File: src/rtl/chsel_pfb_pkg.sv
// Shared types and constants for the PFB channel-selector puncture scheduler.
package chsel_pfb_pkg;

  localparam int PUNCT_W  = 32;
  localparam int SCHED_DW = 16;

  typedef enum logic [1:0] {
    IDLE = 2'd0,
    ARM  = 2'd1,
    RUN  = 2'd2,
    STOP = 2'd3
  } sched_st_t;

  typedef struct packed {
    logic [PUNCT_W-1:0]  mask;
    logic [SCHED_DW-1:0] dwell;
  } sched_ent_t;

  // Dwell counter reload value: an entry is held for max(dwell,1) frames,
  // and the counter counts the frames remaining after the current one.
  function automatic logic [SCHED_DW-1:0] dwell_load(input logic [SCHED_DW-1:0] d);
    return (d == '0) ? '0 : d - SCHED_DW'(1);
  endfunction

endpackage

File: src/rtl/chsel_pfb_sched_tbl.sv
// Schedule table: NE entries of {mask, dwell}, one write port, one
// combinational read port. A write lands on the clock edge, so a load taken
// on the same edge as a write to that index sees the old contents.
module chsel_pfb_sched_tbl
  import chsel_pfb_pkg::*;
#(
  parameter int NE = 16,
  localparam int AW = $clog2(NE)
) (
  input  logic          clk,
  input  logic          rst_n,
  input  logic          we,
  input  logic [AW-1:0] waddr,
  input  sched_ent_t    wdata,
  input  logic [AW-1:0] raddr,
  output sched_ent_t    rdata
);

  sched_ent_t mem_q [NE];
  sched_ent_t mem_d [NE];

  // Next table contents: copy, then overlay the single write.
  always_comb begin
    for (int i = 0; i < NE; i++) begin
      mem_d[i] = mem_q[i];
    end
    if (we) begin
      mem_d[waddr] = wdata;
    end
  end

  // Table storage, cleared by reset.
  always_ff @(posedge clk or negedge rst_n) begin
    if (!rst_n) begin
      for (int i = 0; i < NE; i++) begin
        mem_q[i] <= '0;
      end
    end else begin
      for (int i = 0; i < NE; i++) begin
        mem_q[i] <= mem_d[i];
      end
    end
  end

  assign rdata = mem_q[raddr];

endmodule

File: src/rtl/chsel_pfb_sched.sv
// Frame-synchronous scheduler for the PFB channel-selector puncturing block.
// Walks the schedule table and updates START/PUNCT only on frame-boundary
// beats, so the puncture mask never changes inside a TDM frame.
//
// The AXI-stream side is monitor-only: a beat is any cycle with
// s_axis_tvalid=1 (there is no ready; the datapath owns backpressure), and a
// frame boundary is a beat with s_axis_tlast=1.
module chsel_pfb_sched
  import chsel_pfb_pkg::*;
#(
  parameter int NT = 8,
  parameter int NE = 16,
  parameter int DW = SCHED_DW,
  localparam int AW = $clog2(NE),
  localparam int LW = AW + 1,
  localparam int BW = $clog2(NT + 1)
) (
  input  logic               aclk,
  input  logic               aresetn,
  input  logic               cfg_we,
  input  logic [AW-1:0]      cfg_addr,
  input  logic [PUNCT_W-1:0] cfg_mask,
  input  logic [DW-1:0]      cfg_dwell,
  input  logic [LW-1:0]      cfg_len,
  input  logic               cfg_loop,
  input  logic               cfg_start,
  input  logic               s_axis_tvalid,
  input  logic               s_axis_tlast,
  output logic               start_o,
  output logic [PUNCT_W-1:0] punct_o,
  output logic [AW-1:0]      entry_o,
  output logic               busy_o,
  output logic               done_o,
  output logic               frm_err_o
);

  sched_st_t          state_q, state_d;
  logic               start_q, start_d;
  logic [PUNCT_W-1:0] punct_q, punct_d;
  logic [AW-1:0]      entry_q, entry_d;
  logic               done_q, done_d;
  logic               err_q, err_d;
  logic [LW-1:0]      len_q, len_d;
  logic [DW-1:0]      dwell_q, dwell_d;
  logic [BW-1:0]      beat_q, beat_d;

  logic               fb;
  logic               last_idx;
  logic [AW-1:0]      nxt_idx;
  logic [AW-1:0]      rd_addr;
  sched_ent_t         rd_ent;
  sched_ent_t         wr_ent;
  logic [DW-1:0]      dwell_ld;

  assign fb       = s_axis_tvalid & s_axis_tlast;
  assign last_idx = ({1'b0, entry_q} == (len_q - LW'(1)));
  assign nxt_idx  = last_idx ? '0 : entry_q + AW'(1);
  // ARM always loads entry 0; RUN loads the entry that follows the current one.
  assign rd_addr  = (state_q == ARM) ? '0 : nxt_idx;
  assign dwell_ld = DW'(dwell_load(rd_ent.dwell));

  assign wr_ent.mask  = cfg_mask;
  assign wr_ent.dwell = SCHED_DW'(cfg_dwell);

  chsel_pfb_sched_tbl #(
    .NE (NE)
  ) u_tbl (
    .clk   (aclk),
    .rst_n (aresetn),
    .we    (cfg_we),
    .waddr (cfg_addr),
    .wdata (wr_ent),
    .raddr (rd_addr),
    .rdata (rd_ent)
  );

  // Next-state logic: beat counter, frame-length check and schedule FSM.
  always_comb begin
    state_d = state_q;
    start_d = start_q;
    punct_d = punct_q;
    entry_d = entry_q;
    done_d  = 1'b0;
    err_d   = err_q;
    len_d   = len_q;
    dwell_d = dwell_q;
    beat_d  = beat_q;

    // Counter saturates at NT, which is already enough to flag a long frame.
    if (fb) begin
      beat_d = '0;
    end else if (s_axis_tvalid && (beat_q != BW'(NT))) begin
      beat_d = beat_q + BW'(1);
    end
    if (fb && (beat_q != BW'(NT - 1))) begin
      err_d = 1'b1;
    end

    case (state_q)
      IDLE: begin
        if (cfg_start && (cfg_len != '0)) begin
          state_d = ARM;
          len_d   = cfg_len;
          err_d   = 1'b0;
        end
      end
      ARM: begin
        if (!cfg_start) begin
          state_d = IDLE;
        end else if (fb) begin
          state_d = RUN;
          start_d = 1'b1;
          punct_d = rd_ent.mask;
          entry_d = '0;
          dwell_d = dwell_ld;
        end
      end
      RUN: begin
        if (fb) begin
          if (!cfg_start) begin
            state_d = STOP;
            start_d = 1'b0;
            done_d  = 1'b1;
          end else if (dwell_q != '0) begin
            dwell_d = dwell_q - DW'(1);
          end else if (last_idx && !cfg_loop) begin
            state_d = STOP;
            start_d = 1'b0;
            done_d  = 1'b1;
          end else begin
            entry_d = nxt_idx;
            punct_d = rd_ent.mask;
            dwell_d = dwell_ld;
          end
        end
      end
      STOP: begin
        state_d = IDLE;
      end
      default: begin
        state_d = IDLE;
      end
    endcase
  end

  // All scheduler state and registered outputs.
  always_ff @(posedge aclk or negedge aresetn) begin
    if (!aresetn) begin
      state_q <= IDLE;
      start_q <= 1'b0;
      punct_q <= '0;
      entry_q <= '0;
      done_q  <= 1'b0;
      err_q   <= 1'b0;
      len_q   <= '0;
      dwell_q <= '0;
      beat_q  <= '0;
    end else begin
      state_q <= state_d;
      start_q <= start_d;
      punct_q <= punct_d;
      entry_q <= entry_d;
      done_q  <= done_d;
      err_q   <= err_d;
      len_q   <= len_d;
      dwell_q <= dwell_d;
      beat_q  <= beat_d;
    end
  end

  assign start_o   = start_q;
  assign punct_o   = punct_q;
  assign entry_o   = entry_q;
  assign busy_o    = (state_q != IDLE);
  assign done_o    = done_q;
  assign frm_err_o = err_q;

endmodule
File: config.mk
export PLATFORM = sky130hd
export DESIGN_NAME = chsel_pfb_sched
export DESIGN_NICKNAME = d
export VERILOG_FILES = /design/src/rtl/chsel_pfb_pkg.sv /design/src/rtl/chsel_pfb_sched_tbl.sv /design/src/rtl/chsel_pfb_sched.sv
export SDC_FILE = /design/constraint.sdc
export NUM_CORES = 1
export LEC_CHECK = 0
export ABC_AREA = 0
export BUFFER_PORTS_ARGS = -buffer_cell sky130_fd_sc_hd__buf_2
export CORE_MARGIN = 1.5
export CORE_UTILIZATION = 50
export CTS_CLUSTER_DIAMETER = 200
export DETAILED_ROUTE_END_ITERATION = 8
export PLACE_DENSITY = 0.75
export SYNTH_ARGS = -nofsm -noshare
export SYNTH_HDL_FRONTEND = slang
export SYNTH_HIERARCHICAL = 1
export SYNTH_SLANG_ARGS = --single-unit
File: constraint.sdc
create_clock -name aclk -period 4.75 [get_ports aclk]
set_input_delay 0.2375 -clock aclk [delete_from_list [all_inputs] [get_ports aclk]]
set_output_delay 0.2375 -clock aclk [all_outputs]
set_load 0.01 [all_outputs]
### Word level (Yosys, flattened, before mapping)

Index checks and enable logic that the tools add are counted.

| word-level totals | value |
|---|---|
| input port bits | 64 |
| output and inout port bits | 40 |
| register bits after elaboration | 834 |

| operators by class | value |
|---|---|
| mux-type cells | 55 |
| reduce and logical (&&, ||, !) cells | 18 |
| equal/unequal tests | 17 |
| bitwise operators | 3 |
| add/sub/neg operators | 5 |
| $lt $le $gt $ge | 3 |

Operator list:

| kind | number |
|---|---|
| 768-bit bitwise mux | 1 |
| 48-bit binary-select mux with 4-bit select | 1 |
| 48-bit demux with 4-bit select | 1 |
| 32-bit 2-to-1 mux | 6 |
| 48-bit 2-to-1 mux | 3 |
| 16-bit 2-to-1 mux | 7 |
| 32-bit case mux with 2 select lines | 1 |
| 4-bit 2-to-1 mux | 10 |
| 16-bit case mux with 2 select lines | 1 |
| 16-bit by 1-bit subtractor with 16-bit output (second input constant) | 2 |
| 16-bit logical NOT | 1 |
| 16-bit nonzero test | 1 |
| 1-bit 2-to-1 mux | 14 |
| 2-bit 2-to-1 mux | 7 |
| 2-bit != test (second input constant) | 7 |
| 3-bit != test (second input constant) | 4 |
| 6-bit AND reduction | 2 |
| 5-bit >= comparator (second input constant) | 2 |
| 4-bit inverter with 5-bit output | 2 |
| 4-bit by 1-bit adder with 4-bit output (second input constant) | 2 |
| 2-bit case mux with 4 select lines | 1 |
| 4-bit case mux with 2 select lines | 1 |
| 7-bit AND reduction | 1 |
| 2-bit nonzero test | 3 |
| other kinds (15) | 20 |

### Longest topological paths before layout

Gate-level depths: netlist (run 1).

| depth | value |
|---|---|
| word-level depth | 15 |
| gate-level depth with buffers | 21 |
| gate-level depth less buffers | 18 |

### Modules after synthesis

The synthesis (run 1) kept the hierarchy.

Modules (own cells, without submodules):

| module | cells each | times used | sequential area each (µm²) | area an instance (µm²) |
|---|---|---|---|---|
| chsel_pfb_sched_tbl | 2093 | 1 | 19218.4 | 34124.0 |
| chsel_pfb_sched | 365 | 1 | 1651.6 | 3747.3 |

### Worst setup path before layout (run 1)

OpenSTA, ideal clock, no wires.

| path | value |
|---|---|
| path type | reg2reg |
| start | register len_q[0] |
| end | register dwell_q[8] |
| stages on the path, launching flop included | 21 |
| required time | 4.629 ns |
| clock period less this slack | 4.357 ns |
| arrival time | 4.236 ns |
| setup time | 0.121 ns |
| slack | 0.393 ns |
| path buffers | 3 |
| path through | dfrtp_1 -> inv_1 -> ha_1 -> nor4bb_1 -> a22oi_1 -> nand2_1 -> nand2_1 -> nand2_1 -> nor2_1 -> clkbuf_1 -> buf_2 -> buf_2 -> mux4_2 -> a22oi_1 -> nand2_1 -> nor4_2 -> nand2_1 -> nor4_4 -> or2_2 -> o22ai_1 -> a22o_1 |

RTL lines:

| element | line | source |
|---|---|---|
| from (decl) | chsel_pfb_sched.sv:43 | `logic [LW-1:0] len_q, len_d;` |
| from (signal assigned) | chsel_pfb_sched.sv:165 | `len_q <= len_d;` |
| to (signal assigned) | chsel_pfb_sched.sv:166 | `dwell_q <= dwell_d;` |
| to (decl) | chsel_pfb_sched.sv:44 | `logic [DW-1:0] dwell_q, dwell_d;` |

==> impl_results.md, run 1 <==
* Clock Path Buffers at 3
* Number of diodes at 0
* H-tree Lvls at 3
* Clock-pin slew on the worst setup and hold paths at 60 ps
* FF+latch area at 20900 µm²
* Port Buf Inserts at 103
* Worst IR drop on VDD at 0.347 mV
* Ys async rst share at 1.00
* Critical path class: reg -> reg
* Post-route DRC at 0
* Ys flop type: dfrtp_1
* Area growth syn-to-layout at 12.7%
* Register area share after synthesis at 0.551
* CTS tree: yes
* Initial antenna violation count at 5
* F_max at 222 MHz
* Skew final at 25.9 ps
* Core area at 74700 µm²
* Worst skew pair latency at 640 ps
* Final hold vios at 0
* Most frequent cells in the layout: dfrtp_1, mux2_2, mux4_2
* Fin util at 0.571
* DRT Wirelength at 91300 µm
* # fillers at 5585
* Final setup viols at 0
* Die ar. at 77400 µm²
* First-pass GRT wire length at 144000 µm
* Synthesized Nets at 2530
* Mapped Cells at 2458
* Via count of the routed design at 22100
* Routed WL per cell at 25.6 µm
* Synth cell types at 59
* Vias in the first global route at 24400
* Cts bufs inserted at 86
* Placement Rows at 100
* TritonRoute pass-1 iters at 4
* Post-synth design cell area at 37900 µm²
* R2R setup slack at 250 ps
* Overflow after GRT at 0
* CTS root buffer: clkbuf_16
* Total Routing Usage GR at 0.240
* Status: completed
* Iter 0 DRT Violations at 1768
* Min Tclk post-route at 4500 ps
* Initial Util at 0.507
* Synth warn at 6
* Worst Hold Class: in -> reg
* CP max FO at 9
* Static leakage at 18.2 nW
* Worst EP arrival at 4960 ps
* Number of synthesized register bits at 834
* Final ANT Viol Nets at 0
* Synth Area per Inst at 15.4 µm²
* Final critical-path share of the clock period at 0.946
* Via density at 6.21
* Commonest non-fill, non-tap cell in the layout: dfrtp_1
* Area occupied by multi-input gates at 16200 µm²
* Share of post-route cells with drive strength above 1 at 0.504
* Slew HR at 0.197
* PD cells at 618 nW/µm²
* Max-cap check violation count at 0
* CP Data Required Time at 5220 ps
* Largest net degree at the start of global routing at 143
* Gpl congestion at 0.857
* Final Max Slew Viols at 0
* Post-synth EDFFs at 0
* Die width at 278 µm
* Clk sinks at 834
* # IOs at 104
* Die Height at 278 µm
* CP Launch Type: register
* Tightest Pin Transition at 1200 ps
* DP HPWL at 50400 µm
* Tot Pwr at 26.4 mW
* Worst Setup End Kind: register
* # nets final at 2605
worst max-delay path, stage by stage, from the launching register on:
cell and delay, ps:
dfrtp_1 400, inv_1 60, ha_1 230, nor4bb_1 140, a22oi_1 250, nand2_1 110, nand2_1 100, nand2_1 120
nor2_4 160, buf_12 170, buf_12 130, buf_4 110, mux4_2 490, a22oi_1 290, nand2_2 150, nor4_4 300
nand2_1 170, nor4_2 310, mux2_2 370, o21ai_0 150, a22oi_1 110
sequential cells by signal, summed over array words and instances, names as in the netlist, 4 cells and up, named ones only:
name         flops
dwell_q         16
u_tbl/mem_q    768
len_q            5
beat_q           4
punct_o         32
entry_o          4
through the flow:
step	area [µm²]	std cells	hold WS, ps	TNS, ps	setup WS (ps)
2_1_floorplan	37900	2458	-58.1	0	393
3_3_place_gp	39400	3390	400	0	186
3_5_place_dp	39400	3390	412	0	80.7
4_1_cts	42500	3553	0.336	0	65.9
5_1_grt	42700	3564	48.0	-64.2	-28.4
6_report	42700	3564	34.6	0	254
cells by family (layout without fill, tap and decap cells):
logic type               Yosys count  after routing  synth area share
AND/OR/NAND/NOR                  209            209            0.0283
AO/OA/AOI/OAI                    177            177            0.0326
flip-flops                       834            834             0.551
buffers and inverters            214            351            0.0259
XOR/XNOR                          18             18           0.00416
adder cells (fa/ha/maj)            8              8           0.00264
multiplexers                     998            998             0.355
layer usage:
layer | share of wire | vias to the layer above | GRT usage | routed length, µm
li1 | - | 9337 | - | -
met1 | 0.42 | 12000 | 0.318 | 38500
met2 | 0.51 | 604 | 0.409 | 46100
met3 | 0.046 | 165 | 0.0333 | 4180
met4 | 0.026 | 8 | 0.0782 | 2410
met5 | 0.00051 | - | 0 | 47
power breakdown:
group          total [mW]  internal (mW)  switching (mW)
registers            9.80           8.84           0.961
logic                9.54           5.15            4.39
clock network        7.02           4.25            2.77
synthesized netlist by cell type (2+ instances only):
| cell type | instances | area [µm²] |
|---|---|---|
| dfrtp_1 | 834 | 20900 |
| mux2_2 | 749 | 8430 |
| mux4_2 | 192 | 4320 |
| a22oi_1 | 98 | 736 |
| buf_2 | 96 | 480 |
| clkbuf_1 | 96 | 360 |
| nand2_1 | 79 | 297 |
| mux2_1 | 42 | 473 |
| nor2_1 | 31 | 116 |
| o21ai_0 | 30 | 150 |
| nor3_1 | 20 | 100 |
| nand3_1 | 16 | 80.1 |
| a21oi_1 | 15 | 75.1 |
| mux2_4 | 15 | 225 |
| inv_1 | 11 | 41.3 |
| nand2b_1 | 10 | 62.6 |
| xnor2_1 | 9 | 78.8 |
| xor2_1 | 9 | 78.8 |
| ha_1 | 8 | 100 |
| nand3b_1 | 7 | 52.6 |
| nor4_1 | 7 | 43.8 |
| buf_6 | 6 | 67.6 |
| a31oi_1 | 5 | 31.3 |
| and3_1 | 5 | 31.3 |
| nand4_1 | 5 | 31.3 |
| nor2b_1 | 5 | 31.3 |
| a211oi_1 | 4 | 30.0 |
| or2_2 | 4 | 25.0 |
| or4_1 | 4 | 30.0 |
| a32o_1 | 3 | 30.0 |
| buf_4 | 3 | 22.5 |
| o22ai_1 | 3 | 18.8 |
| o311ai_0 | 3 | 26.3 |
| or3_1 | 3 | 18.8 |
| a32oi_1 | 2 | 17.5 |
| and2_1 | 2 | 12.5 |
| buf_1 | 2 | 7.51 |
| nor4_2 | 2 | 25.0 |
| nor4_4 | 2 | 42.5 |
| o211ai_1 | 2 | 15.0 |
cell type report:
class,instances,area share
repair buffers,190,0.0325
inverters,11,0.000968
clock inverters,24,0.00859
well taps,969,0.0284
clock buffers,126,0.0606
flip-flops and latches,834,0.489
multi-input cells,1410,0.380
final timing paths:
kind,start,to,cells past startpoint
max,len_q[0],dwell_q[15],20
min,cfg_mask[13],u_tbl/mem_q[701],2
max reg2reg,len_q[0],dwell_q[15],20
min reg2reg,u_tbl/mem_q[717],u_tbl/mem_q[717],1
max in group asynchronous,aresetn,punct_o[14],3
min in group asynchronous,aresetn,dwell_q[13],2
what timing repair did:
| item | in CTS | in global routing |
|---|---|---|
| hold buffers | 13 | 0 |
| endpoints found under the hold margin | 120 | 0 |
| gates resized for setup | 0 | 16 |
| endpoints found under the setup margin | 0 | 22 |
| buffers inserted | 0 | 10 |
No activity file was read; power rests on OpenSTA's default activity.
==> run 2, diff against run 1 <==
- BUFFER_PORTS_ARGS: -buffer_cell sky130_fd_sc_hd__buf_2 -> -buffer_cell sky130_fd_sc_hd__buf_4
==> impl_results.md, run 2 (synthesized netlist as in run 1, its figures left out) <==
* Tot Pwr at 26.5 mW (+0.71%)
* Final hold vios at 0 (unchanged)
* Final Cell Area at 43500 µm² (+1.9%)
* # nets final at 2648 (+1.7%)
* Tightest Pin Transition at 1150 ps (-54.4 ps)
* CTS tree: yes
* Reg with most FFs: u_tbl/mem_q
* CP Data Required Time at 5280 ps (+60 ps)
* Routed WL per cell at 25.7 µm (+0.42%)
* Unrepaired setup endpoints after global routing: no
* Static leakage at 18.5 nW (+1.5%)
* Final ANT Viol Nets at 0 (unchanged)
* Core area at 74700 µm² (unchanged)
* Total Routing Usage GR at 0.244 (+0.00439)
* H-tree Lvls at 3 (unchanged)
* Final setup viols at 0 (unchanged)
* Smallest setup slack after layout at 297 ps (+42.3 ps)
* RR Startpoint: len_q[1]
* Via density at 6.19 (-0.29%)
* Clock-pin slew on the worst setup and hold paths at 60 ps (about the same)
* Initial Util at 0.507 (unchanged)
* Area growth syn-to-layout at 14.8%
* Share of post-route cells with drive strength above 1 at 0.495 (-0.00914)
* NetSw at 8.29 mW (+2.2%)
* Skew final at 28.8 ps (+2.87 ps)
* CTS root buffer: clkbuf_16
* # IOs at 104 (unchanged)
* Vias in the first global route at 24500 (+0.40%)
* Iter 0 DRT Violations at 1730 (-2.1%)
* Clk sinks at 834 (unchanged)
* CP Launch Type: register
* Fin util at 0.582 (+0.0108)
* Area post-placement at 39800 µm² (+0.90%)
* Clock Path Buffers at 3 (unchanged)
* Most frequent cells in the layout: dfrtp_1, mux2_2, mux4_2
* Worst skew pair latency at 650 ps (about the same)
* Worst EP arrival at 4990 ps (+30 ps)
* PD cells at 610 nW/µm² (-1.2%)
* Gpl congestion at 0.886 (+3.4%)
* Min Tclk post-route at 4450 ps (-42.3 ps)
* Port Buf Inserts at 103 (unchanged)
* Post-route DRC at 0 (unchanged)
* Worst Hold Class: in -> reg
* Status: completed
* Critical path class: reg -> reg
* TritonRoute pass-1 iters at 8 (+4)
* Sequential power share at 0.370 (-0.002)
* Cts bufs inserted at 85 (-1.2%)
* Placement Rows at 100 (unchanged)
* Final Max Slew Viols at 0 (unchanged)
* Int Pwr at 18.3 mW (about the same)
* Crit path from: len_q[1]
* Setup WS pre-CTS at -106 ps (-186 ps)
* Final critical-path share of the clock period at 0.938 (-0.00890)
* Setup TNS at 0 ps (unchanged)
* Largest net degree at the start of global routing at 159 (+11%)
* Gate power share at 0.368 (+0.006)
* Switching share of total power at 0.312 (+0.00452)
* Slew HR at 0.229 (+0.0321)
* Worst Setup End Kind: register
* First-pass GRT wire length at 146000 µm (+1.6%)
* Die Height at 278 µm (unchanged)
* Clock Power Share at 0.262 (-0.004)
* F_max at 225 MHz (+0.95%)
* Max-cap check violation count at 0 (unchanged)
* Commonest non-fill, non-tap cell in the layout: dfrtp_1
* HP Start: cfg_addr[0]
* Max FFs per register at 768 (unchanged)
* DP HPWL at 52900 µm (+5.1%)
* Overflow after GRT at 0 (unchanged)
* Via count of the routed design at 22400 (+1.2%)
* CP max FO at 13 (+4)
* DRT Wirelength at 93100 µm (+1.9%)
* Worst IR drop on VDD at 0.391 mV (+13%)
* Initial antenna violation count at 5 (unchanged)
* # fillers at 5459 (-2.3%)
* Die ar. at 77400 µm² (unchanged)
* Die width at 278 µm (unchanged)
## run 2: changes by cell type in the layout (fill, tap and decap cells not counted), sizes merged
cell and delta:
clkbuf +1, diode +3, clkinvlp +1, dlygate4sd3 +46
clkinv +4, inv +2, buf -4
## run 2: final cells by class
cell class | instances | area, µm² | area share
Clock inverter | 31 | 459 | 0.0106
Antenna cell | 3 | 7.51 | 0.000173
Multi-Input combinational cell | 1410 | 16200 | 0.372
Sequential cell | 834 | 20900 | 0.480
Timing Repair Buffer | 234 | 2220 | 0.0511
Clock buffer | 125 | 2480 | 0.0570
Tap cell | 969 | 1210 | 0.0279
Inverter | 11 | 41.3 | 0.000950
## run 2: power groups by stage
stage	Combinational [mW]	Sequential [mW]	Clock (mW)
after floorplan	6.99	9.62	0
after global placement	9.15	9.77	0
after detailed placement	9.41	9.92	0
after CTS	9.49	9.81	7.10
after global routing	10.5	10.0	7.37
final	9.78	9.82	6.95
## run 2: routing by layer
metal,global-route usage,wire (µm),share of wire
met5,0,26,0.00028
met4,0.0853,2460,0.026
met3,0.0343,4630,0.050
met2,0.411,46700,0.50
met1,0.326,39200,0.42
## run 2: path summary, 6_finish.rpt
check                                    to  slack, ps  cells after the start
hold reg to reg            u_tbl/mem_q[521]        490                      1
setup / recovery                 dwell_q[9]        300                     19
min in group asynchronous  u_tbl/mem_q[439]        270                      2
max in group asynchronous  u_tbl/mem_q[560]       3100                      3
setup reg to reg                 dwell_q[9]        300                     19
hold / removal             u_tbl/mem_q[731]        150                      3
## run 2: repair_timing
item / in CTS / in global routing
pin swaps: 0 / 6
cloned: 0 / 3
hold buffers: 59 / 0
setup endpoints to repair: 2 / 23
resized for setup: 2 / 11
buffers inserted: 0 / 6
hold endpoints to repair: 881 / 0
## run 2: metrics by stage
step	hold slack, ps	cells
6_report	150	3617
5_1_grt	143	3617
4_1_cts	112	3605
3_5_place_dp	384	3390
3_3_place_gp	363	3390
2_1_floorplan	-58.1	2458
## run 2: worst max-delay path: stages (launching register included)
cell and delay, ps:
dfrtp_1 360, inv_1 50, ha_1 210, nor4bb_1 140, a22oi_1 290, nand2_1 120, nand2_1 90, nand2_1 130
nor2_4 160, buf_12 170, buf_16 180, mux4_2 510, a22oi_1 250, nand2_2 160, nor4_4 380, nand3_1 160
or4_1 440, xor2_1 200, o22ai_1 110, a32o_1 220
